[config.mk]
export PLATFORM = sky130hd
export DESIGN_NAME = nesctrl_scanner
export DESIGN_NICKNAME = d
export VERILOG_FILES = /design/src/rtl/nesctrl_pkg.sv /design/src/rtl/nesctrl_scanner_tick_gen.sv /design/src/rtl/nesctrl_scanner.sv
export SDC_FILE = /design/constraint.sdc
export NUM_CORES = 1
export LEC_CHECK = 0
export ABC_AREA = 1
export ABC_CLOCK_PERIOD_IN_PS = 4100
export CORE_UTILIZATION = 55
export CTS_CLUSTER_SIZE = 24
export DETAILED_ROUTE_END_ITERATION = 7
export DONT_BUFFER_PORTS = 1
export PLACE_DENSITY = 0.78
export REMOVE_ABC_BUFFERS = 1
export SYNTH_ARGS = -nofsm -noshare
export SYNTH_HDL_FRONTEND = slang
export SYNTH_HIERARCHICAL = 1
export SYNTH_SLANG_ARGS = --single-unit
export TNS_END_PERCENT = 50
[constraint.sdc]
create_clock -name clk -period 4.1 [get_ports clk]
set_input_delay 0.615 -clock clk [delete_from_list [all_inputs] [get_ports clk]]
set_output_delay 0.615 -clock clk [all_outputs]
set_load 0.01 [all_outputs]
[src/rtl/nesctrl_pkg.sv]
// Shared types and constants for the NES gamepad scanner.
// Optional debounce is enabled by defining NESCTRL_DEBOUNCE_EN.
package nesctrl_pkg;

    typedef enum logic [2:0] {
        ST_IDLE,
        ST_LATCH,
        ST_CLK_HI,
        ST_CLK_LO,
        ST_DONE
    } nes_state_e;

    localparam int NESCTRL_NBITS       = 8;
    localparam int NESCTRL_LATCH_TICKS = 2;

    localparam int BTN_A      = 0;
    localparam int BTN_B      = 1;
    localparam int BTN_SELECT = 2;
    localparam int BTN_START  = 3;
    localparam int BTN_UP     = 4;
    localparam int BTN_DOWN   = 5;
    localparam int BTN_LEFT   = 6;
    localparam int BTN_RIGHT  = 7;

endpackage

[src/rtl/nesctrl_scanner_tick_gen.sv]
// Protocol prescaler: one-cycle tick every TICK_DIV clocks, held at
// zero while clear is high so the first tick of a scan is phase-aligned.
module nesctrl_tick_gen #(
    parameter int TICK_DIV = 600
) (
    input  logic clk,
    input  logic rst_n,
    input  logic clear,
    output logic tick
);

    localparam int CW = $clog2(TICK_DIV);

    logic [CW-1:0] cnt_q;
    logic [CW-1:0] cnt_d;
    logic          wrap;

    assign wrap = (cnt_q == CW'(TICK_DIV - 1));
    assign tick = wrap && !clear;

    always_comb begin
        cnt_d = cnt_q + CW'(1);
        if (clear || wrap) begin
            cnt_d = '0;
        end
    end

    always_ff @(posedge clk or negedge rst_n) begin
        if (!rst_n) begin
            cnt_q <= '0;
        end else begin
            cnt_q <= cnt_d;
        end
    end

endmodule

[src/rtl/nesctrl_scanner.sv]
// Dual NES pad poller: latch, 7 shift clocks, 8 samples, publish.
// Define NESCTRL_DEBOUNCE_EN to publish only words stable over two scans.
module nesctrl_scanner
    import nesctrl_pkg::*;
#(
    parameter int TICK_DIV = 600,
    parameter int POLL_DIV = 1666667
) (
    input  logic       clk,
    input  logic       rst_n,
    input  logic       scan_req,
    input  logic       nesctrl_ctrl1_q7,
    input  logic       nesctrl_ctrl2_q7,
    output logic       nesctrl_pl1,
    output logic       nesctrl_pl2,
    output logic       nesctrl_clk1,
    output logic       nesctrl_clk2,
    output logic [7:0] ctrl1_data,
    output logic [7:0] ctrl2_data,
    output logic       data_valid,
    output logic       data_changed,
    output logic       busy
);

    localparam int PW = $clog2(POLL_DIV);
    localparam int BW = $clog2(NESCTRL_NBITS);
    localparam int LW = $clog2(NESCTRL_LATCH_TICKS);

    logic [1:0]    meta_q;
    logic [1:0]    sync_q;
    logic [PW-1:0] poll_cnt_q;
    logic [PW-1:0] poll_cnt_d;
    logic          poll_evt;
    logic          tick;

    nes_state_e    state_q, state_d;
    logic [LW-1:0] latch_cnt_q, latch_cnt_d;
    logic [BW-1:0] bit_cnt_q, bit_cnt_d;
    logic [7:0]    sr1_q, sr1_d, sr2_q, sr2_d;
    logic [7:0]    data1_q, data1_d, data2_q, data2_d;
    logic          pl_q, pl_d;
    logic          sclk_q, sclk_d;
    logic          busy_q, busy_d;
    logic          valid_q, valid_d;
    logic          changed_q, changed_d;
    logic [7:0]    cap1, cap2, new1, new2;
`ifdef NESCTRL_DEBOUNCE_EN
    logic [7:0]    raw1_q, raw1_d, raw2_q, raw2_d;
`endif

    nesctrl_tick_gen #(
        .TICK_DIV (TICK_DIV)
    ) u_tick (
        .clk   (clk),
        .rst_n (rst_n),
        .clear (state_q == ST_IDLE),
        .tick  (tick)
    );

    assign poll_evt   = (poll_cnt_q == PW'(POLL_DIV - 1));
    assign poll_cnt_d = poll_evt ? '0 : poll_cnt_q + PW'(1);

    always_comb begin
        // Current shift word with this tick's sample merged in
        cap1            = sr1_q;
        cap2            = sr2_q;
        cap1[bit_cnt_q] = ~sync_q[0];
        cap2[bit_cnt_q] = ~sync_q[1];
`ifdef NESCTRL_DEBOUNCE_EN
        new1   = (cap1 == raw1_q) ? cap1 : data1_q;
        new2   = (cap2 == raw2_q) ? cap2 : data2_q;
        raw1_d = raw1_q;
        raw2_d = raw2_q;
`else
        new1 = cap1;
        new2 = cap2;
`endif
        state_d     = state_q;
        latch_cnt_d = latch_cnt_q;
        bit_cnt_d   = bit_cnt_q;
        sr1_d       = sr1_q;
        sr2_d       = sr2_q;
        data1_d     = data1_q;
        data2_d     = data2_q;
        valid_d     = 1'b0;
        changed_d   = 1'b0;

        unique case (state_q)
            ST_IDLE: begin
                latch_cnt_d = '0;
                bit_cnt_d   = '0;
                if (scan_req || poll_evt) begin
                    state_d = ST_LATCH;
                end
            end
            ST_LATCH: begin
                if (tick) begin
                    if (latch_cnt_q == LW'(NESCTRL_LATCH_TICKS - 1)) begin
                        sr1_d     = cap1;
                        sr2_d     = cap2;
                        bit_cnt_d = bit_cnt_q + BW'(1);
                        state_d   = ST_CLK_HI;
                    end else begin
                        latch_cnt_d = latch_cnt_q + LW'(1);
                    end
                end
            end
            ST_CLK_HI: begin
                if (tick) begin
                    state_d = ST_CLK_LO;
                end
            end
            ST_CLK_LO: begin
                if (tick) begin
                    sr1_d = cap1;
                    sr2_d = cap2;
                    if (bit_cnt_q == BW'(NESCTRL_NBITS - 1)) begin
                        data1_d   = new1;
                        data2_d   = new2;
                        valid_d   = 1'b1;
                        changed_d = (new1 != data1_q) || (new2 != data2_q);
`ifdef NESCTRL_DEBOUNCE_EN
                        raw1_d    = cap1;
                        raw2_d    = cap2;
`endif
                        state_d   = ST_DONE;
                    end else begin
                        bit_cnt_d = bit_cnt_q + BW'(1);
                        state_d   = ST_CLK_HI;
                    end
                end
            end
            ST_DONE: begin
                state_d = ST_IDLE;
            end
            default: begin
                state_d = ST_IDLE;
            end
        endcase

        pl_d   = (state_d == ST_LATCH);
        sclk_d = (state_d == ST_CLK_HI);
        busy_d = (state_d != ST_IDLE);
    end

    always_ff @(posedge clk or negedge rst_n) begin
        if (!rst_n) begin
            meta_q      <= '0;
            sync_q      <= '0;
            poll_cnt_q  <= '0;
            state_q     <= ST_IDLE;
            latch_cnt_q <= '0;
            bit_cnt_q   <= '0;
            sr1_q       <= '0;
            sr2_q       <= '0;
            data1_q     <= '0;
            data2_q     <= '0;
            pl_q        <= 1'b0;
            sclk_q      <= 1'b0;
            busy_q      <= 1'b0;
            valid_q     <= 1'b0;
            changed_q   <= 1'b0;
`ifdef NESCTRL_DEBOUNCE_EN
            raw1_q      <= '0;
            raw2_q      <= '0;
`endif
        end else begin
            meta_q      <= {nesctrl_ctrl2_q7, nesctrl_ctrl1_q7};
            sync_q      <= meta_q;
            poll_cnt_q  <= poll_cnt_d;
            state_q     <= state_d;
            latch_cnt_q <= latch_cnt_d;
            bit_cnt_q   <= bit_cnt_d;
            sr1_q       <= sr1_d;
            sr2_q       <= sr2_d;
            data1_q     <= data1_d;
            data2_q     <= data2_d;
            pl_q        <= pl_d;
            sclk_q      <= sclk_d;
            busy_q      <= busy_d;
            valid_q     <= valid_d;
            changed_q   <= changed_d;
`ifdef NESCTRL_DEBOUNCE_EN
            raw1_q      <= raw1_d;
            raw2_q      <= raw2_d;
`endif
        end
    end

    assign nesctrl_pl1  = pl_q;
    assign nesctrl_pl2  = pl_q;
    assign nesctrl_clk1 = sclk_q;
    assign nesctrl_clk2 = sclk_q;
    assign ctrl1_data   = data1_q;
    assign ctrl2_data   = data2_q;
    assign data_valid   = valid_q;
    assign data_changed = changed_q;
    assign busy         = busy_q;

endmodule

==> results of run 1 <==
==> kinds of logic (layout without fill, tap and decap cells) <==
logic type	count (synthesis)	in the layout	share of synthesized area
AND/OR/NAND/NOR	332	332	0.348
buffers and inverters	103	103	0.0969
flip-flops	79	79	0.446
AO/OA/AOI/OAI	58	58	0.0726
XOR/XNOR	11	11	0.0218
adder cells (fa/ha/maj)	5	5	0.0141
==> cells in the final DEF, fill, tap and decap left out <==
| master | Yosys | final |
|---|---|---|
| inv_1 | 84 | 84 |
| o21ai_1 | 2 | 2 |
| nand3_2 | 3 | 3 |
| nor4_1 | 3 | 3 |
| o21ai_0 | 38 | 38 |
| nor3_2 | 3 | 3 |
| a21oi_1 | 6 | 6 |
| ha_1 | 5 | 5 |
| a21oi_4 | 1 | 1 |
| dfrtp_1 | 79 | 79 |
| nand4_1 | 28 | 28 |
| buf_16 | 0 | 1 |
| a31oi_1 | 7 | 7 |
| xor2_1 | 11 | 11 |
| nor2_1 | 54 | 54 |
| clkinv_2 | 0 | 1 |
| nor3_4 | 1 | 1 |
| nand3_1 | 56 | 56 |
| nor2_4 | 3 | 3 |
| nor4_2 | 3 | 3 |
| o22ai_1 | 1 | 1 |
| a21o_1 | 1 | 1 |
| clkbuf_8 | 0 | 10 |
| o21ai_2 | 1 | 1 |
| nand2_1 | 157 | 157 |
| nor2_2 | 4 | 4 |
| nand2_2 | 3 | 3 |
| inv_2 | 3 | 3 |
| nor3_1 | 10 | 10 |
| nand4_2 | 1 | 1 |
| nor3b_1 | 1 | 1 |
| inv_6 | 0 | 1 |
| nand3b_1 | 2 | 2 |
| o41ai_1 | 1 | 1 |
| bufinv_16 | 0 | 2 |
| clkinvlp_4 | 0 | 1 |
==> final cells by class <==
| cell class | instances | share of cell area |
|---|---|---|
| tap | 102 | 0.0271 |
| clock buffer | 10 | 0.0293 |
| clock inverter | 5 | 0.0173 |
| inverter | 87 | 0.0695 |
| timing repair buffer | 1 | 0.00586 |
| multi-input combinational | 406 | 0.430 |
| sequential | 79 | 0.421 |
==> worst max-delay path, cell delays in order (launching register included) <==
cell and delay [ps]:
dfrtp_1 410, ha_1 190, nand2_1 100, inv_1 130
nand3_1 80, nor2_1 130, inv_1 170, a21oi_4 680
nand2_1 100, nand2_1 110, inv_1 50, nor2_1 100
==> sequential cells by signal (all words and copies together) (netlist names), 2 cells and up <==
register      count
poll_cnt_q       21
ctrl1_data        8
bit_cnt_q         3
state_q           3
ctrl2_data        8
sync_q            2
sr1_q             8
sr2_q             8
meta_q            2
u_tick/cnt_q     10
==> how the worst max path moves through the flow <==
stage,startpoint,depth (start not counted),endpoint
floorplan,u_tick/cnt_q[0],11,nesctrl_clk1
global placement,u_tick/cnt_q[0],11,nesctrl_clk1
detailed placement,u_tick/cnt_q[0],11,nesctrl_clk1
CTS,u_tick/cnt_q[0],11,nesctrl_clk1
global route,u_tick/cnt_q[0],11,busy
finish,u_tick/cnt_q[0],11,nesctrl_clk1
==> through the flow <==
step	util	area (um^2)
after floorplan	-	4330
after global placement	0.573	4450
after detailed placement	0.573	4450
after CTS	0.605	4700
after global routing	0.605	4700
final	0.605	4700
==> power by group through the flow <==
stage	registers [mW]	clock network [mW]	logic, mW
2_1_floorplan	0.797	0	0.00577
3_3_place_gp	0.798	0	0.00790
3_5_place_dp	0.798	0	0.00784
4_1_cts	0.783	0.658	0.0266
5_1_grt	0.783	0.689	0.0297
6_report	0.783	0.641	0.0252
==> per-layer routing <==
layer	up-vias	GRT usage	wire [um]
met1	1780	0.320	4260
met2	119	0.410	4630
li1	1894	-	-
met3	10	0.0556	612
met4	0	0.0651	80
met5	-	0	0
==> timing repair <==
item	in CTS	in global routing
gates resized for setup	0	0
endpoints found under the hold margin	79	0
hold buffers	1	0
endpoints found under the setup margin	0	0
==> results_dict.tcl, run 1 <==
set metrics [dict create \
    status "completed" \
    combPwrFrac 0.017 \
    yosysMostFrequentCell "nand2_1" \
    synthDominantCellAreaShare 0.446 \
    place_worst_setup_slack_ps 1790 \
    grt_pass1_wl_um 16300 \
    h-tree-depth 3 \
    grt_usage 0.245 \
    critPathKind "register to register" \
    detail_route.wl_per_cell_um 13.9 \
    hold_viol 0 \
    critPathMaxFanout 36 \
    internal-power_mw 1.14 \
    synth_common_cells "157 x nand2_1, 84 x inv_1, 79 x dfrtp_1" \
    finalHoldWorstSlack_ps 124 \
    cts_sinks 79 \
    cts_buffers 9 \
    portBuffers 0 \
    vias 3803 \
    period_needed_ps 2310 \
    r2r_slack_ps 1790 \
    switchingPower_uw 306 \
    synth_cell_type_count 32 \
    cts_tree "yes" \
    r2r_end "nesctrl_clk1" \
    die_area_um2 8420 \
    clock_path_buffers 2 \
    slew_violations 0 \
    slew-limit-headroom 0.440 \
    dp_hpwl_um 6690 \
    r2r-start "u_tick/cnt_q[0]" \
    firstDrtPassIters 5 \
    timing.final.crit_share 0.562 \
    clk_pin_slew_worst_paths_ps 90 \
    setup_viol 0 \
    pwr-share-seq 0.540 \
    core_um2 7770 \
    grt_pass1_vias 3583 \
    synth_top_area_cell "dfrtp_1" \
    antenna_cells 0 \
    fillers 693 \
    viasPerCell 5.51 \
    switching_share 0.211 \
    syn_area_per_cell_um2 7.53 \
    ys_async_sr_fraction 1.00 \
    drive_gt1_frac 0.0714 \
    ioPinCount 28 \
    ff_latch_area_um2 1980 \
    gp_congestion 0.915 \
    clockRootBuffer "clkbuf_8" \
    ys_seq_elements 79 \
    die_h_um 91.7 \
    seq_area_frac_synth 0.446 \
    synth_edf_count 0 \
    rr_worst_depth 11 \
    fin_worst_skew_ps 13.7 \
    nets 594 \
    num_rows 32 \
    hp-class "input pin to asynchronous set/reset pin" \
    drv_cap 0 \
    netlist_area_um2 4430 \
    startpoint_type "register" \
    rsz0062_at_grt "false" \
    grt_max_degree 80 \
    grt_overflow_total 0 \
    critPathRequiredTime_ps 4390 \
    leakagePower_nw 2.35 \
    fin_setup_tns_ps 0 \
    area_growth_pct 6.13 \
    synth_flop_cell "dfrtp_1" \
    cp.arrival_ps 2600 \
    pwr-share-clk 0.442 \
    p_per_area_nw_per_um2 308 \
    antenna_left 0 \
    insertion_delay_ps 350 \
    ys_warn_count 6 \
    end_kind "register" \
    wl_um 9590 \
    drc_errors 0 \
    antenna_found_initial 0 \
    initial_utilization 0.570 \
    multi_input_area_um2 2020 \
    tightest_slew_ps 838 \
    synth_cells 588 \
    postCtsSetupRepairBufs 0 \
    stdcell_count 690 \
    peakVddDrop_mv 0.168 \
    fmax_mhz 434 \
    die_w_um 91.7 \
    synth_area_leaders "dfrtp_1 45%, nand2_1 13%, inv_1 7.1%, nand3_1 6.3%, nor2_1 4.6%" \
    drt_iter0_drc 249 \
    fin_ws_ps 1790 \
    p_total_mw 1.45 \
    dp.cells 674 \
]
Note: power is estimated with default switching activity, not from simulation.
==> run 2: changes to the inputs <==
Settings changed: ABC_AREA 1 to 0, ABC_CLOCK_PERIOD_IN_PS 4100 to 2400.
Clock period 4.1 ns to 2.4 ns, I/O delays scaled along.
==> results_dict.tcl, run 2 <==
set metrics [dict create \
    status "completed" \
    synth_common_cells "79 x dfrtp_1, 52 x nor2_1, 33 x a21oi_1" \
    leakagePower_nw 1.92 \
    antenna_found_initial 0 \
    setup_viol 0 \
    crit_slowest_cell "or4_4" \
    area_growth_pct 10.3 \
    clk_pin_slew_worst_paths_ps 80 \
    clock_path_buffers 2 \
    die_w_um 87.3 \
    h-tree-depth 3 \
    viasPerCell 5.82 \
    synth_edf_count 0 \
    timing.final.crit_share 0.934 \
    peakVddDrop_mv 0.255 \
    critPathKind "register to register" \
    switching_share 0.215 \
    grt_pass1_wl_um 13200 \
    switchingPower_uw 507 \
    drc_errors 0 \
    synth_top_area_cell "dfrtp_1" \
    place_worst_setup_slack_ps 16.0 \
    antenna_cells 0 \
    grt_pass1_vias 2851 \
    hp-class "input pin to register" \
    mostFrequentLayoutCells "79 x dfrtp_1, 52 x nor2_1, 33 x a21oi_1" \
    portBuffers 0 \
    core_um2 6910 \
    dp_hpwl_um 5350 \
    combPwrFrac 0.020 \
    vias 3054 \
    hold_viol 0 \
    startpoint_type "register" \
    path_cells "or4_4 -> nor4_4 -> nand2_1 -> nor3_2 -> buf_6 -> buf_4 -> nor2_1 -> a21oi_1" \
    top_regs "poll_cnt_q x21, u_tick/cnt_q x10" \
    slew_violations 0 \
    detail_route.wl_per_cell_um 14.9 \
    tightest_slew_ps 563 \
    ys_async_sr_fraction 1.00 \
    antenna_left 0 \
    fin_worst_skew_ps 9.26 \
    ys_warn_count 6 \
    grt_usage 0.224 \
    p_per_area_nw_per_um2 534 \
    synth_cells 415 \
    ys_seq_elements 79 \
    syn_area_per_cell_um2 9.64 \
    largest_register_ff_count 21 \
    critPathRequiredTime_ps 2680 \
    pwr-share-clk 0.411 \
    finalHoldWorstSlack_ps 33.3 \
    yosysMostFrequentCell "dfrtp_1" \
    fillers 575 \
    drv_cap 0 \
    final_util 0.639 \
    synth_flop_cell "dfrtp_1" \
    gp_congestion 0.832 \
    initial_utilization 0.579 \
    die_area_um2 7620 \
    synth_area_leaders "dfrtp_1 49%, nor2_1 4.9%, a21oi_1 4.1%, xnor2_1 3.7%, o21ai_0 3.6%" \
    pwr-share-seq 0.569 \
    fmax_mhz 446 \
    layout_commonest_cell "dfrtp_1" \
    insertion_delay_ps 350 \
    period_needed_ps 2240 \
    synthDominantCellAreaShare 0.494 \
    ioPinCount 28 \
    die_h_um 87.3 \
    synth_cell_type_count 53 \
    regMostFlops "poll_cnt_q" \
    nets 434 \
    p_total_mw 2.36 \
    clockRootBuffer "clkbuf_8" \
    drt_iter0_drc 198 \
    slew-limit-headroom 0.624 \
    wl_um 7840 \
    cts_sinks 79 \
    end_kind "register" \
    cts_tree "yes" \
    slowest_delay_ps 580 \
    num_rows 30 \
    internal-power_mw 1.85 \
    grt_max_degree 80 \
    cts_buffers 9 \
    fin_ws_ps 158 \
    fin_setup_tns_ps 0 \
    drive_gt1_frac 0.124 \
    cp.arrival_ps 2520 \
    netlist_area_um2 4000 \
    grt_overflow_total 0 \
    firstDrtPassIters 4 \
    seq_area_frac_synth 0.494 \
    critPathMaxFanout 17 \
]
==> run 2: layout make-up <==
type | count | area [um^2] | share of cell area
Inverter | 15 | 56.3 | 0.0128
Clock inverter | 4 | 45.0 | 0.0102
Multi-Input combinational cell | 298 | 1890 | 0.427
Sequential cell | 79 | 1980 | 0.448
Timing Repair Buffer | 21 | 184 | 0.0417
Clock buffer | 12 | 145 | 0.0329
Tap cell | 96 | 120 | 0.0272
==> run 2: timing repair <==
action / CTS / global route
pin swaps: 0 / 1
hold endpoints to repair: 79 / 0
gates resized for setup: 1 / 3
hold buffers: 2 / 0
buffers inserted: 0 / 0
setup endpoints to repair: 1 / 17
==> run 2: critical path, delay by kind of cell (launching register included) <==
family | cells | cell delay, ps
flops | 1 | 410
buf+inv | 2 | 420
compound gates | 1 | 120
simple gates | 5 | 1210
==> run 2: through the flow <==
step,std cells,cell area (um^2)
finish,525,4410
global route,525,4410
CTS,525,4390
detailed placement,507,4160
global placement,507,4160
floorplan,392,3890
==> run 2: per-layer routing <==
metal | wire length [um] | global-route usage
met1 | 3610 | 0.290
met2 | 3770 | 0.363
met3 | 370 | 0.0559
met4 | 87 | 0.0820
met5 | 0 | 0
==> run 2: power groups by stage <==
stage          sequential (mW)  combinational [mW]  clock (mW)
6_report                  1.34              0.0465       0.969
5_1_grt                   1.34              0.0542        1.04
4_1_cts                   1.34              0.0488       0.992
3_5_place_dp              1.37              0.0153           0
3_3_place_gp              1.37              0.0150           0
2_1_floorplan             1.37             0.00726           0
==> run 2: worst paths after layout <==
check                      slack (ps)  cells past startpoint             start         endpoint
max                               160                      8   u_tick/cnt_q[8]    ctrl2_data[3]
min                                30                      0  nesctrl_ctrl1_q7        meta_q[0]
max reg2reg                       160                      8   u_tick/cnt_q[8]    ctrl2_data[3]
min reg2reg                       350                      0         meta_q[0]        sync_q[0]
max in group asynchronous        1530                      2             rst_n  u_tick/cnt_q[1]
min in group asynchronous         550                      2             rst_n    ctrl1_data[6]
==> run 2: cell families (layout without fill, tap and decap cells) <==
group	Yosys count	after routing	synth area share
AOI/OAI and AO/OA	98	98	0.152
xor gates and xnor gates	32	32	0.0701
adders and majority gates	5	5	0.0156
buffers and inverters	38	52	0.0413
DFF	79	79	0.494
muxes	13	13	0.0353
and+or+nand+nor	150	150	0.191
==> run 3: changes to the inputs <==
Settings changed: CELL_PAD_IN_SITES_DETAIL_PLACEMENT set to 1, CELL_PAD_IN_SITES_GLOBAL_PLACEMENT set to 2, CORE_UTILIZATION 55 to 41, PLACE_DENSITY 0.78 to 0.88.
==> results_dict.tcl, run 3 (synthesis results as in run 2) <==
set metrics [dict create \
    drv_cap 0 \
    h-tree-depth 3 \
    die_h_um 101 \
    hold_start "nesctrl_ctrl2_q7" \
    fin_worst_skew_ps 13.3 \
    largest_register_ff_count 21 \
    cts_tree "yes" \
    nets 445 \
    firstDrtPassIters 4 \
    cts_buffers 9 \
    antenna_found_initial 0 \
    period_needed_ps 2220 \
    drt_iter0_drc 93 \
    area_growth_pct 13.9 \
    grt_overflow_total 0 \
    mostFrequentLayoutCells "79 x dfrtp_1, 52 x nor2_1, 33 x a21oi_1" \
    wl_um 9330 \
    antenna_left 0 \
    antenna_cells 0 \
    hold_viol 0 \
    critPathMaxFanout 10 \
    rsz0062_at_grt "false" \
    portBuffers 0 \
    timing.final.crit_share 0.924 \
    slew-limit-headroom 0.598 \
    num_rows 35 \
    hold_end "meta_q[1]" \
    drive_gt1_frac 0.148 \
    critPathKind "register to register" \
    cts_sinks 79 \
    fmax_mhz 451 \
    viasPerCell 5.42 \
    clk_pin_slew_worst_paths_ps 80 \
    die_area_um2 10200 \
    rr_worst_depth 7 \
    die_w_um 101 \
    ioPinCount 28 \
    grt_pass1_vias 3259 \
    hold_depth 0 \
    startpoint_type "register" \
    tightest_slew_ps 603 \
    drc_errors 0 \
    dp_hpwl_um 6550 \
    hp-class "input pin to register" \
    critPathRequiredTime_ps 2630 \
    initial_utilization 0.429 \
    p_per_area_nw_per_um2 547 \
    insertion_delay_ps 350 \
    regMostFlops "poll_cnt_q" \
    peakVddDrop_mv 0.349 \
    detail_route.wl_per_cell_um 16.4 \
    clock_path_buffers 2 \
    r2r_end "ctrl2_data[6]" \
    leakagePower_nw 1.98 \
    grt_max_degree 80 \
    r2r-start "u_tick/cnt_q[8]" \
    vias 3080 \
    clockRootBuffer "clkbuf_8" \
    gp_congestion 0.729 \
    grt_pass1_wl_um 16000 \
    r2r_slack_ps 180 \
    finalHoldWorstSlack_ps 35.6 \
    setup_viol 0 \
    final_util 0.488 \
    slew_violations 0 \
    grt_usage 0.203 \
    status "completed" \
    core_um2 9330 \
    end_kind "register" \
    layout_commonest_cell "dfrtp_1" \
    postCtsSetupRepairBufs 0 \
    top_regs "poll_cnt_q x21, u_tick/cnt_q x10" \
    cp.arrival_ps 2450 \
]
==> run 3: what timing repair did <==
| item | in CTS | in global routing |
|---|---|---|
| endpoints found under the hold margin | 79 | 0 |
| hold buffers | 2 | 0 |
| gates resized for setup | 0 | 3 |
| endpoints found under the setup margin | 0 | 17 |
==> run 3: worst max-delay path by stage <==
stage / startpoint / end / slack, ps / cells after the start
floorplan: u_tick/cnt_q[3] / ctrl1_data[1] / -1500 / 5
global placement: u_tick/cnt_q[8] / ctrl1_data[1] / 110 / 7
detailed placement: u_tick/cnt_q[8] / ctrl2_data[6] / 60 / 7
CTS: u_tick/cnt_q[8] / ctrl2_data[6] / 30 / 7
global route: bit_cnt_q[0] / data_changed / 20 / 6
finish: u_tick/cnt_q[8] / ctrl2_data[6] / 180 / 7
==> run 3: critical path: stages, from the launching register on <==
cell and delay (ps):
dfrtp_1 410, or4_4 530, nor4_2 190, nand2_1 110
buf_4 170, nor3_4 180, buf_6 180, mux2_2 340
==> run 3: layer usage <==
| metal | GRT usage | wire length (um) | vias up |
|---|---|---|---|
| li1 | - | - | 1508 |
| met3 | 0.0319 | 261 | 10 |
| met5 | 0 | 0 | - |
| met2 | 0.352 | 4580 | 28 |
| met1 | 0.257 | 4370 | 1534 |
| met4 | 0.0691 | 127 | 0 |
==> run 3: area by class of cell <==
class,instances,area [um^2]
fillers,1065,4770
flip-flops and latches,79,1980
multi-input cells,298,1880
repair buffers,32,267
well taps,129,161
clock buffers,10,138
clock inverters,5,81.3
inverters,15,56.3
==> run 3: report_power, final <==
group | internal (mW) | switching, mW | total, mW
registers | 1.33 | 0.00806 | 1.34
logic | 0.0142 | 0.0382 | 0.0524
clock network | 0.611 | 0.489 | 1.10
total | 1.96 | 0.536 | 2.49
==> run 3: through the flow <==
step                setup TNS (ps)  std cells  setup WS [ps]  area, um^2  total power [mW]
floorplan                   -29690        392          -1500        3890              1.37
global route                     0        568           22.0        4560              2.59
CTS                              0        568           30.4        4540              2.53
global placement                 0        551            115        4280              1.39
finish                           0        568            182        4560              2.49
detailed placement               0        551           56.2        4280              1.39
